**config.mk**
```make
export PLATFORM = sky130hd
export DESIGN_NAME = keygen_sched
export DESIGN_NICKNAME = d
export VERILOG_FILES = /design/src/rtl/keygen_pkg.sv /design/src/rtl/ALU64bit.sv /design/src/rtl/keygen_sched.sv
export SDC_FILE = /design/constraint.sdc
export NUM_CORES = 1
export LEC_CHECK = 0
export CORE_MARGIN = 2
export CORE_UTILIZATION = 40
export CTS_BUF_LIST = sky130_fd_sc_hd__clkbuf_16
export CTS_CLUSTER_SIZE = 24
export DETAILED_ROUTE_END_ITERATION = 8
export PLACE_DENSITY = 0.67
export SYNTH_ARGS = -nofsm -noshare
export SYNTH_HDL_FRONTEND = slang
export SYNTH_SLANG_ARGS = --single-unit
```
**constraint.sdc**
```tcl
create_clock -name clk -period 9.5 [get_ports clk]
set_input_delay 2.375 -clock clk [delete_from_list [all_inputs] [get_ports clk]]
set_output_delay 2.375 -clock clk [all_outputs]
set_load 0.01 [all_outputs]
```
**src/rtl/keygen_pkg.sv**
```systemverilog
// Shared types and constants for the round-key schedule controller.
package keygen_pkg;

   localparam int unsigned KEY_W  = 64;
   localparam int unsigned HALF_W = 32;

   localparam logic ALU_ADD = 1'b1;
   localparam logic ALU_SUB = 1'b0;

   typedef enum logic [2:0] {
      S_IDLE = 3'd0,
      S_ADD  = 3'd1,
      S_SUB  = 3'd2,
      S_EMIT = 3'd3,
      S_DONE = 3'd4
   } state_e;

endpackage

```
**src/rtl/ALU64bit.sv**
```systemverilog
// Shared 64-bit add/subtract unit; sel=1 adds, sel=0 subtracts, carry discarded.
module ALU64bit (
   output logic [63:0] out,
   input  logic [63:0] a,
   input  logic [63:0] b,
   input  logic        sel
);

   assign out = sel ? (a + b) : (a - b);

endmodule

```
**src/rtl/keygen_sched.sv**
```systemverilog
// Key-schedule controller: time-multiplexes one ALU64bit to produce NUM_ROUNDS
// (sum, difference) round-key pairs, handed out over a valid/ready interface.
module keygen_sched
   import keygen_pkg::*;
#(
   parameter int unsigned NUM_ROUNDS = 4,
   parameter int unsigned ROUND_W    = 4
) (
   input  logic               clk,
   input  logic               rst_n,
   input  logic               start,
   input  logic [63:0]        key,
   output logic               busy,
   output logic [63:0]        key1,
   output logic [63:0]        key2,
   output logic [ROUND_W-1:0] round,
   output logic               out_valid,
   input  logic               out_ready,
   output logic               done
);

   localparam logic [ROUND_W-1:0] LAST_ROUND = ROUND_W'(NUM_ROUNDS - 1);

   state_e             state_q;
   logic [KEY_W-1:0]   key_q;
   logic [KEY_W-1:0]   key1_q;
   logic [KEY_W-1:0]   key2_q;
   logic [ROUND_W-1:0] round_q;
   logic               out_valid_q;
   logic               done_q;

   logic [KEY_W-1:0]   left;
   logic [KEY_W-1:0]   right;
   logic [KEY_W-1:0]   alu_out;
   logic               alu_sel;
   logic [KEY_W-1:0]   key_d;

   assign left    = {{HALF_W{key_q[KEY_W-1]}}, key_q[KEY_W-1:HALF_W]};
   assign right   = {{HALF_W{key_q[HALF_W-1]}}, key_q[HALF_W-1:0]};
   assign alu_sel = (state_q == S_ADD) ? ALU_ADD : ALU_SUB;

   ALU64bit u_alu (
      .out (alu_out),
      .a   (left),
      .b   (right),
      .sel (alu_sel)
   );

   // Next round key is built from the low halves of the pair just accepted.
   assign key_d = {key1_q[HALF_W-1:0], key2_q[HALF_W-1:0]};

   always_ff @(posedge clk) begin
      if (!rst_n) begin
         state_q     <= S_IDLE;
         key_q       <= '0;
         key1_q      <= '0;
         key2_q      <= '0;
         round_q     <= '0;
         out_valid_q <= 1'b0;
         done_q      <= 1'b0;
      end else begin
         unique case (state_q)
            S_IDLE: begin
               if (start) begin
                  key_q   <= key;
                  round_q <= '0;
                  state_q <= S_ADD;
               end
            end
            S_ADD: begin
               key1_q  <= alu_out;
               state_q <= S_SUB;
            end
            S_SUB: begin
               key2_q      <= alu_out;
               out_valid_q <= 1'b1;
               state_q     <= S_EMIT;
            end
            S_EMIT: begin
               if (out_ready) begin
                  out_valid_q <= 1'b0;
                  if (round_q == LAST_ROUND) begin
                     done_q  <= 1'b1;
                     state_q <= S_DONE;
                  end else begin
                     key_q   <= key_d;
                     round_q <= round_q + ROUND_W'(1);
                     state_q <= S_ADD;
                  end
               end
            end
            S_DONE: begin
               done_q  <= 1'b0;
               state_q <= S_IDLE;
            end
            default: state_q <= S_IDLE;
         endcase
      end
   end

   assign busy      = (state_q != S_IDLE);
   assign key1      = key1_q;
   assign key2      = key2_q;
   assign round     = round_q;
   assign out_valid = out_valid_q;
   assign done      = done_q;

endmodule

```
# Word level (Yosys, flattened, before mapping)
# Index checks and enable logic that the tools add are counted.
[op_classes] n_addsub=3 n_eq_ne=9 mux=19 reduce_logical=9
[op_table] cell="two-way mux 64 bit" count=4
[op_table] cell="one-hot mux 64 bit (2 select lines)" count=1
[op_table] cell="adder 32 x 32 -> 33 bit" count=1
[op_table] cell="subtractor 32 x 32 -> 33 bit" count=1
[op_table] cell="two-way mux 4 bit" count=3
[op_table] cell="one-hot mux 3 bit (4 select lines)" count=1
[op_table] cell="two-way mux 3 bit" count=3
[op_table] cell="!= test 2 bit (second input constant)" count=4
[op_table] cell="one-hot mux 4 bit (2 select lines)" count=1
[op_table] cell="equality test 3 x 2 -> 1 bit (second input constant)" count=2
[op_table] cell="nonzero test 2 bit" count=3
[op_table] cell="adder 4 x 1 -> 4 bit (second input constant)" count=1
[op_table] cell="equality test 4 x 2 -> 1 bit (second input constant)" count=1
[op_table] cell="two-way mux 1 bit" count=4
[op_table] cell="one-hot mux 1 bit (2 select lines)" count=2
[op_table] cell="AND reduction 2 bit" count=2
[op_table] cell="AND reduction 4 bit" count=1
[op_table] cell="equality test 3 x 1 -> 1 bit (second input constant)" count=1
[op_table] cell="equality test 3 bit (second input constant)" count=1
[op_table] cell="zero test 3 bit" count=1
[op_table] cell="AND reduction 3 bit" count=1
[op_table] cell="nonzero test 3 bit" count=1
[word_totals] regBits=201 in_bits=68 output_inout_bits=135 elab_cells=47

# Logic depth before layout (Yosys ltp)
# Gate-level depths: netlist (run 1).
[depth] ltp_word=4 depth_mapped=18 mapped_depth_nobuf=17

# Cells and area by module
# From an unflattened synthesis (run 1), not the netlist that was laid out.
[unflattened] hier_cells=1668 area_unflattened_um2=13146.4
[by_module_without_submodules] mod="keygen_sched" instances=1 cells_each=902 area_each_um2=7948.9 seq_area_each_um2=4023.9
[by_module_without_submodules] mod="ALU64bit" instances=1 cells_each=766 area_each_um2=5197.5 seq_area_each_um2=0.0

# Worst setup path after synthesis (run 1)
# No wires, ideal clock.
[synth_path] path_kind="flip-flop to flip-flop" startpoint="register state_q[2]" endpoint="register key1_q[62], in the netlist key1[62]" setup_ns=0.071 arrival_time_ns=3.621 required_time_ns=9.429 setup_slack_ns=5.809 stages_incl_launch_ff=16 path_buffers=4 period_less_slack_ns=3.691 cell_sequence="dfxtp_1 -> clkbuf_1 -> or3b_1 -> clkbuf_1 -> clkbuf_1 -> clkbuf_1 -> o21ai_0 -> fa_1 -> a21o_1 -> a31oi_1 -> o21ai_2 -> o311ai_2 -> a21oi_2 -> a211oi_4 -> xor3_1 -> a21oi_1"
[synth_via] elab_chain_len=3
[synth_rtl] item="start, declared" line_no="keygen_sched.sv:24" source="state_e state_q;"
[synth_rtl] item="start signal, assigned" line_no="keygen_sched.sv:54" source="state_q <= S_IDLE;"
[synth_rtl] item="start signal, assigned" line_no="keygen_sched.sv:67" source="state_q <= S_ADD;"
[synth_rtl] item="start signal, assigned" line_no="keygen_sched.sv:72" source="state_q <= S_SUB;"
[synth_rtl] item="equality test 3 x 1 -> 1 bit *" line_no="keygen_sched.sv:40, keygen_sched.sv:62"
[synth_rtl] item="two-way mux 1 bit" line_no="keygen_sched.sv:40" source="assign alu_sel = (state_q == S_ADD) ? ALU_ADD : ALU_SUB;"
[synth_rtl] item="two-way mux 64 bit" line_no="ALU64bit.sv:9" source="assign out = sel ? (a + b) : (a - b);"
[synth_rtl] item="end signal, assigned" line_no="keygen_sched.sv:71" source="key1_q <= alu_out;"
[synth_rtl] item="end, declared" line_no="keygen_sched.sv:26" source="logic [KEY_W-1:0] key1_q;"
# Every way passes the cells marked *; elsewhere a longest branch is shown, timed or not.
# A chain may end at the register's enable or synchronous reset.

==> impl_metrics.csv, run 1 <==
group,metric,value,unit
run_status,status,"finished clean",
job,cap_violations,0,
critical_path,end_kind,"flip-flop",
finish,fin_util,51.4,%
clocking,numCtsBuffers,17,
grt,grt_pass1_vias,7579,
synth,synth_area,8490,µm²
place,dp_cells,1474,
detailed_routing,vias_per_cell,5.39,
detailed_routing,drc,0,
sta,timing_hold_violations_final,0,
finish,final_cell_mix,"249 x nand2_1, 202 x clkdlybuf4s50_1, 139 x dfxtp_1",
finish,syn_to_final_growth,26.8,%
critical_path,critPathTopFamily,"buffers and inverters",
synth,synth_area_per_cell,7.55,µm²
place,place.gp.congestion,0.907,
floorplanning,fp.dieH,150,µm
critical_path,crit_type,"input pin to flip-flop",
floorplanning,rows,53,
grt,antenna_found_initial,0,
critical_path,worst_ep_arrival_time,5730,ps
sta,period_share,56.8,%
sta,clock_skew,10.7,ps
critical_path,cp.required,9840,ps
detailed_routing,drt_iter0_drc,468,
critical_path,worstPathCellList,"clkdlybuf4s50_1 -> clkinv_2 -> buf_4 -> nor2_1 -> nand2_1 -> o221ai_1",
finish,fin_nets,1322,
clocking,postCtsSetupBuffers,0,
clocking,cts_sinks,139,
sta,worst_slew_pin_slew,1010,ps
clocking,clkLatencyLatePin,430,ps
place,post-dp-hpwl,17100,µm
finish,diodes,0,
grt,grt_max_degree,76,
critical_path,startpoint,"rst_n",
clocking,cts_max_level,4,
clocking,cts_buffer_depth,2,
hold_path,hold_path.class,"flip-flop to flip-flop",
synth,synth_warnings,0,
synth,synth-seq-cells,139,
detailed_routing,num_vias,8117,
sta,fmax,185,MHz
synth,syn-num-nets,1228,
sta,fin_tns_setup,0,ps
grt,grt_pass1_wl,38500,µm
power,p_total,2.46,mW
finish,layout.cells.non_filler,1506,
sta,slew_headroom,32.8,%
power,vdd_drop_max,125,µV
critical_path,critPathMaxStageDelay,1110,ps
synth,synth_edf_count,0,
finish,layout-drive-gt1-share,4.71,%
sta,finalSetupViolCount,0,
synth,ys.flop_type,"dfxtp_1",
clocking,cts_tree,"built",
floorplanning,core,21000,µm²
sta,maxSlewViolCount,0,
floorplanning,dieArea,22400,µm²
place,portBuffers,202,
grt,grt-ovfl-total,0,
sta,rsz0062_at_grt,"false",
power,power_leakage,4.13,nW
hold_path,holdCritStartpoint,"key1[26]",
detailed_routing,drt_wl_total,24500,µm
floorplanning,io_pins,203,
critical_path,timing.rr.start,"key_q[2]",
detailed_routing,wire_per_inst,16.3,µm
detailed_routing,drtAntennaViolNets,0,
floorplanning,initial_utilization,40.5,%
synth,ys_seq_area_share,32.8,%
critical_path,start_kind,"input pin",
sta,period_needed,5390,ps
clocking,cts_resized,0,
grt,track_usage,21.6,%
synth,synthCells,1124,
clocking,cts_root_buf,"clkbuf_16",
synth,async_flop_share,0,%
critical_path,critical_path_buf_inv_count,3,
synth,synth_cell_type_count,66,
critical_path,cpMaxStageDelayCell,"clkdlybuf4s50_1",
power,p_per_area,229,nW/µm²
detailed_routing,drt_pass1_iterations,5,
finish,fillers,2070,
floorplanning,die_width,150,µm
finish,final_common_cell,"nand2_1",
critical_path,cp_max_fo,71,
clocking,clkTransAtPathRegs,60,ps
clocking,ctsHoldBuffers,0,
cell type report:
| type | count | area (µm²) | share of cell area (%) |
|---|---|---|---|
| clock buffer | 17 | 425 | 3.95 |
| clock inverter | 15 | 153 | 1.42 |
| multi-input combinational | 833 | 4920 | 45.7 |
| timing repair buffer | 210 | 2080 | 19.3 |
| inverter | 17 | 65.1 | 0.604 |
| sequential | 139 | 2780 | 25.8 |
| tap | 275 | 344 | 3.19 |
cell usage after synthesis (all sizes together) (13+ instances only):
library cell | number | area share, %
nand2 | 249 | 11
dfxtp | 139 | 33
nor2 | 126 | 5.6
a21oi | 89 | 5.3
buf | 71 | 6.0
a311oi | 64 | 6.6
clkbuf | 64 | 2.8
ha | 35 | 5.2
xor2 | 27 | 2.8
nand3 | 26 | 1.5
o21ai | 24 | 1.5
xnor2 | 23 | 2.4
a21o | 20 | 1.8
inv | 17 | 0.75
a211oi | 14 | 1.4
nor3 | 13 | 0.77
logic make-up (layout without fill, tap and decap cells):
kind of cell             count (synthesis)  in the layout  synth area share, %
adder cells (fa/ha/maj)                 36             36                 5.39
XOR/XNOR                                51             51                 5.44
multiplexers                             5              5                0.737
flip-flops                             139            139                 32.8
AO/OA/AOI/OAI                          269            269                 22.4
buffers and inverters                  152            259                 9.55
AND/OR/NAND/NOR                        472            472                 23.7
state kept, by name (all words and copies together), names as in the netlist:
name       count
done           1
round          4
out_valid      1
key2          33
state_q        3
key_q         64
key1          33
stage by stage:
stage                     hold WS [ps]  setup WS [ps]  area, µm²
final                              476           4110      10800
after global routing               490           3880      10800
after CTS                          479           4180      10800
after detailed placement           469           3750      10200
after global placement             460           3740      10200
after floorplan                    476           5810       8490
report_power, final:
group | internal, mW | leakage [nW] | switching [mW]
Sequential | 0.665 | 1.14 | 0.0907
Clock | 0.386 | 0.282 | 0.269
Combinational | 0.465 | 2.71 | 0.586
Total | 1.52 | 4.13 | 0.946
worst paths after layout:
path,to,slack [ps],cells past startpoint
setup / recovery,key1[25],4110,6
hold / removal,key1[26],480,2
setup reg to reg,key2[62],4970,17
hold reg to reg,key1[26],480,2
tightest hold or removal path, stage by stage (launching register included):
cell	delay, ps
dfxtp_1	320
nand2_1	60
a21oi_1	50
metal layers:
layer	routed length, µm	track usage, %	up-vias
li1	-	-	4062
met1	11000	27.7	3743
met2	11400	35.9	266
met3	1490	4.94	46
met4	609	7.17	0
met5	0	0	-
Note: power is estimated with default switching activity, not from simulation.
==> inputs of run 2 (changes only) <==
Clock period 9.5 ns to 5.5 ns, I/O delays scaled along.
==> run 2 against run 1 <==
Against the previous run: hold slack is essentially flat; via count grew 0.64%; core utilization grew 0.19 points; cell area grew 0.37%; critical endpoint is now key1[62]; die area is the same; flip-flop and latch count is the same; worst setup slack lost 2800 ps.
==> impl_metrics.csv, run 2 (synthesis gave the netlist of run 1 again) <==
group,metric,value,unit
critical_path,crit_type,"flip-flop to flip-flop",
sta,fin_tns_setup,0,ps
sta,fmax,241,MHz
sta,worst_slew_pin_slew,881,ps
grt,grt_pass1_wl,38700,µm
clocking,cts_tree,"built",
clocking,cts_buffer_depth,2,
critical_path,worstPathCellList,"nor4_2 -> and4_1 -> nand3_1 -> nor2_1 -> nand2_1 -> nor2_1 -> a21oi_1 -> xor2_1 -> ha_1 -> a21o_1 -> a21o_1 -> a21o_1 -> inv_1 -> o21ai_1 -> a211oi_4 -> xor3_1 -> a21oi_1",
finish,largest_register_ffs,64,
clocking,cts_root_buf,"clkbuf_16",
run_status,status,"finished clean",
finish,fillers,2095,
finish,layout-drive-gt1-share,5.11,%
finish,final_cell_mix,"249 x nand2_1, 202 x clkdlybuf4s50_1, 139 x dfxtp_1",
sta,clock_skew,11.8,ps
detailed_routing,drt_iter0_drc,569,
clocking,postCtsSetupBuffers,0,
detailed_routing,drtAntennaViolNets,0,
critical_path,start_kind,"flip-flop",
finish,fin_nets,1325,
grt,antenna_found_initial,0,
clocking,clkLatencyLatePin,430,ps
place,post-dp-hpwl,18000,µm
floorplanning,io_pins,203,
critical_path,critical_path_buf_inv_count,1,
job,cap_violations,0,
clocking,clkTransAtPathRegs,70,ps
detailed_routing,num_vias,8169,
place,place.gp.congestion,0.950,
sta,period_needed,4150,ps
sta,timing_hold_violations_final,0,
floorplanning,die_width,150,µm
critical_path,cp.required,5850,ps
grt,grt_max_degree,78,
power,vdd_drop_max,203,µV
sta,rsz0062_at_grt,"false",
finish,fin_util,51.6,%
finish,final_common_cell,"nand2_1",
critical_path,cp_max_fo,9,
floorplanning,rows,53,
critical_path,critPathMaxStageDelay,490,ps
critical_path,end_kind,"flip-flop",
detailed_routing,drt_pass1_iterations,5,
detailed_routing,wire_per_inst,16.2,µm
clocking,cts_resized,0,
clocking,numCtsBuffers,17,
critical_path,critPathTopFamily,"simple AND/OR/NAND/NOR gates",
sta,slew_headroom,41.2,%
hold_path,hold_path.class,"flip-flop to flip-flop",
grt,track_usage,21.7,%
floorplanning,core,21000,µm²
floorplanning,initial_utilization,40.5,%
place,portBuffers,202,
floorplanning,fp.dieH,150,µm
critical_path,worst_ep_arrival_time,4500,ps
sta,maxSlewViolCount,0,
detailed_routing,drt_wl_total,24500,µm
finish,diodes,0,
floorplanning,dieArea,22400,µm²
clocking,ctsHoldBuffers,0,
finish,largest_register,"key_q",
sta,period_share,75.5,%
clocking,cts_max_level,4,
critical_path,crit_top_cell,"a21o_1",
finish,ff_latch_area,2780,µm²
grt,grt_pass1_vias,7486,
finish,syn_to_final_growth,27.3,%
detailed_routing,drc,0,
critical_path,cpMaxStageDelayCell,"nor4_2",
grt,grt-ovfl-total,0,
power,power_leakage,4.15,nW
power,p_per_area,394,nW/µm²
finish,multiInputGateArea,4920,µm²
power,p_total,4.26,mW
clocking,cts_sinks,139,
detailed_routing,vias_per_cell,5.41,
sta,finalSetupViolCount,0,
-- run 2: cell count changes in the layout (fill, tap and decap cells not counted), sizes merged --
cell	change
inv	+3
clkinv	-2
bufinv	-1
buf	+3
-- run 2: worst min-delay path: cells and delay by family (launching register included) --
kind,cells,cell delay (ps)
simple gates,1,60
compound gates,1,50
flops,1,320
-- run 2: cell type report --
class                      count  share of cell area, %
sequential                   139                   25.7
clock buffer                  17                   3.94
timing repair buffer         213                   19.6
tap                          275                   3.18
inverter                      17                  0.602
multi-input combinational    833                   45.5
clock inverter                15                   1.46
-- run 2: worst paths after layout --
path                                 end  cells after the start  slack, ps     start
worst min-delay path            key2[10]                      2        480  key2[10]
worst max register to register  key1[62]                     17       1350  key_q[2]
worst max-delay path            key1[62]                     17       1350  key_q[2]
worst min register to register  key2[10]                      2        480  key2[10]
-- run 2: metal layers --
metal / global-route usage, % / wire [µm] / up-vias
met4: 5.66 / 393 / 0
met2: 36.6 / 11600 / 277
met1: 28.0 / 10800 / 3790
met5: 0 / 0 / -
li1: - / - / 4076
met3: 4.82 / 1700 / 26
-- run 2: where the power goes --
part           internal [mW]  switching [mW]  total, mW
Sequential              1.15           0.162       1.31
Clock                  0.641           0.492       1.13
Combinational          0.808            1.01       1.82
-- run 2: stage by stage --
step,setup slack (ps),hold slack [ps],cells,instance area [µm²]
after CTS,1410,477,1509,10800
final,1350,476,1509,10800
after global placement,1540,467,1477,10200
after floorplan,1810,476,1124,8490
after global routing,1070,494,1509,10800
after detailed placement,1440,465,1477,10200
==> inputs of run 3 (changes only) <==
Settings changed: PLACE_DENSITY 0.67 to 0.69.
Clock period 5.5 ns to 3.4 ns, I/O delays scaled along.
==> run 3 against run 2 <==
Against the previous run: the flow now finishes with violations (negative setup slack); via count rose by 9.1%; register-to-register slack got worse by 1600 ps; combinational power rose by 130%; worst setup slack got worse by 1600 ps; largest cell class unchanged; critical path depth fell by 1; first-iteration DRC count rose by 11%; sequential power rose by 57%; clock-buffer cell count did not move; flip-flop and latch count did not move.
==> impl_metrics.csv, run 3 (synthesis gave the netlist of run 1 again) <==
group,metric,value,unit
run_status,status,"complete, but fails checks",
run_status,violations,"negative setup slack",
clocking,cts_tree,"built",
critical_path,rrSetupSlack,-200,ps
critical_path,ff2ff_path_depth,16,
power,power_leakage,4.96,nW
sta,finalSetupViolCount,23,
clocking,clkTransAtPathRegs,60,ps
floorplanning,dieArea,22400,µm²
finish,largest_register,"key_q",
detailed_routing,drt_pass1_iterations,6,
hold_path,hold_path.class,"flip-flop to flip-flop",
sta,rsz0062_at_grt,"true",
sta,setup_ws,-204,ps
critical_path,crit_type,"flip-flop to flip-flop",
clocking,clkLatencyLatePin,430,ps
detailed_routing,wire_per_inst,16.7,µm
sta,maxSlewViolCount,0,
finish,fillers,1839,
floorplanning,fp.dieH,150,µm
clocking,cts_sinks,139,
hold_path,holdCritStartpoint,"key2[3]",
clocking,cts_max_level,4,
job,cap_violations,0,
floorplanning,io_pins,203,
finish,largest_register_ffs,64,
detailed_routing,drtAntennaViolNets,0,
critical_path,cp.required,3670,ps
place,portBuffers,202,
sta,period_needed,3600,ps
finish,fin_util,59.3,%
grt,grt-ovfl-total,0,
finish,fin_nets,1457,
sta,clock_skew,12.3,ps
critical_path,worst_ep_arrival_time,3870,ps
floorplanning,initial_utilization,40.5,%
finish,final_common_cell,"nand2_1",
clocking,ctsHoldBuffers,0,
sta,fmax,277,MHz
floorplanning,core,21000,µm²
clocking,cts_root_buf,"clkbuf_16",
critical_path,timing.rr.start,"key_q[2]",
power,p_per_area,660,nW/µm²
sta,timing_hold_violations_final,0,
power,p_total,8.21,mW
detailed_routing,drc,0,
finish,diodes,0,
finish,final_cell_mix,"242 x nand2_1, 202 x clkdlybuf4s50_1, 137 x dfxtp_1",
power,vdd_drop_max,421,µV
place,place.gp.congestion,0.922,
clocking,cts_buffer_depth,2,
grt,track_usage,23.5,%
detailed_routing,num_vias,8909,
critical_path,end_kind,"flip-flop",
sta,period_share,106,%
hold_path,hold_depth,2,
finish,layout-drive-gt1-share,20.2,%
grt,grt_pass1_vias,8375,
sta,slew_headroom,38.2,%
floorplanning,rows,53,
sta,hold_slack,478,ps
clocking,numCtsBuffers,17,
hold_path,hold_path_end,"key2[3]",
grt,antenna_found_initial,0,
detailed_routing,drt_wl_total,27500,µm
finish,syn_to_final_growth,46.3,%
place,post-dp-hpwl,18900,µm
detailed_routing,drt_iter0_drc,634,
floorplanning,die_width,150,µm
grt,grt_pass1_wl,42200,µm
grt,grt_max_degree,67,
sta,worst_slew_pin_slew,925,ps
detailed_routing,vias_per_cell,5.43,
critical_path,cp_max_fo,5,
critical_path,r2r_end,"key2[62]",
critical_path,start_kind,"flip-flop",
-- run 3: timing repair --
action / 4_1_cts / 5_1_grt
pin swaps: 25 / 56
resized for setup: 34 / 71
endpoints found under the setup margin: 21 / 36
buffers inserted: 9 / 18
cloned: 0 / 0
-- run 3: final cells by class --
class,count,area [µm²],share of cell area (%)
Clock buffer,17,425,3.42
Clock inverter,15,209,1.68
Inverter,17,65.1,0.524
Multi-Input combinational cell,833,5410,43.6
Sequential cell,139,2790,22.4
Tap cell,275,344,2.77
Timing Repair Buffer,345,3180,25.6
-- run 3: how the worst max path moves through the flow --
stage	start	end	slack [ps]	cells after the start
after floorplan	key_q[2]	key1[62]	-10	18
after CTS	key_q[5]	key2[62]	-110	15
after global routing	key_q[2]	key2[62]	-370	15
after global placement	key_q[19]	key1[26]	-170	15
after detailed placement	key_q[2]	key2[31]	-200	16
final	key_q[2]	key2[62]	-200	16
-- run 3: worst max-delay path, stage by stage (launching register included) --
cell       delay, ps
dfxtp_2          330
nor4_4           330
nand4_1          240
nor2b_2          250
and2_4           190
nand2b_2         100
o21ai_2          150
xnor2_1          130
ha_1             270
buf_4            170
nand2_1           80
o21ai_0          130
a21oi_2          260
a21oi_4           70
a211oi_4         340
mux2i_1          250
o2111ai_1        130
-- run 3: metrics by stage --
stage / worst slack [ps] / TNS (ps) / cells / cell area (µm²)
2_1_floorplan: -11.9 / -11.9 / 1124 / 8580
3_3_place_gp: -168 / -994 / 1584 / 11100
3_5_place_dp: -196 / -1550 / 1584 / 11100
4_1_cts: -108 / -313 / 1625 / 12000
5_1_grt: -370 / -6970 / 1641 / 12400
6_report: -204 / -2170 / 1641 / 12400
-- run 3: power by group --
group | internal (mW) | switching (mW) | total (mW)
sequential | 1.86 | 0.204 | 2.06
combinational | 2.00 | 2.12 | 4.12
clock | 1.24 | 0.775 | 2.02
total | 5.10 | 3.10 | 8.21
-- run 3: per-layer routing --
| metal | global-route usage (%) | wire, µm |
|---|---|---|
| met5 | 0 | 0 |
| met4 | 5.52 | 491 |
| met3 | 5.18 | 1810 |
| met2 | 40.5 | 13100 |
| met1 | 29.9 | 12000 |
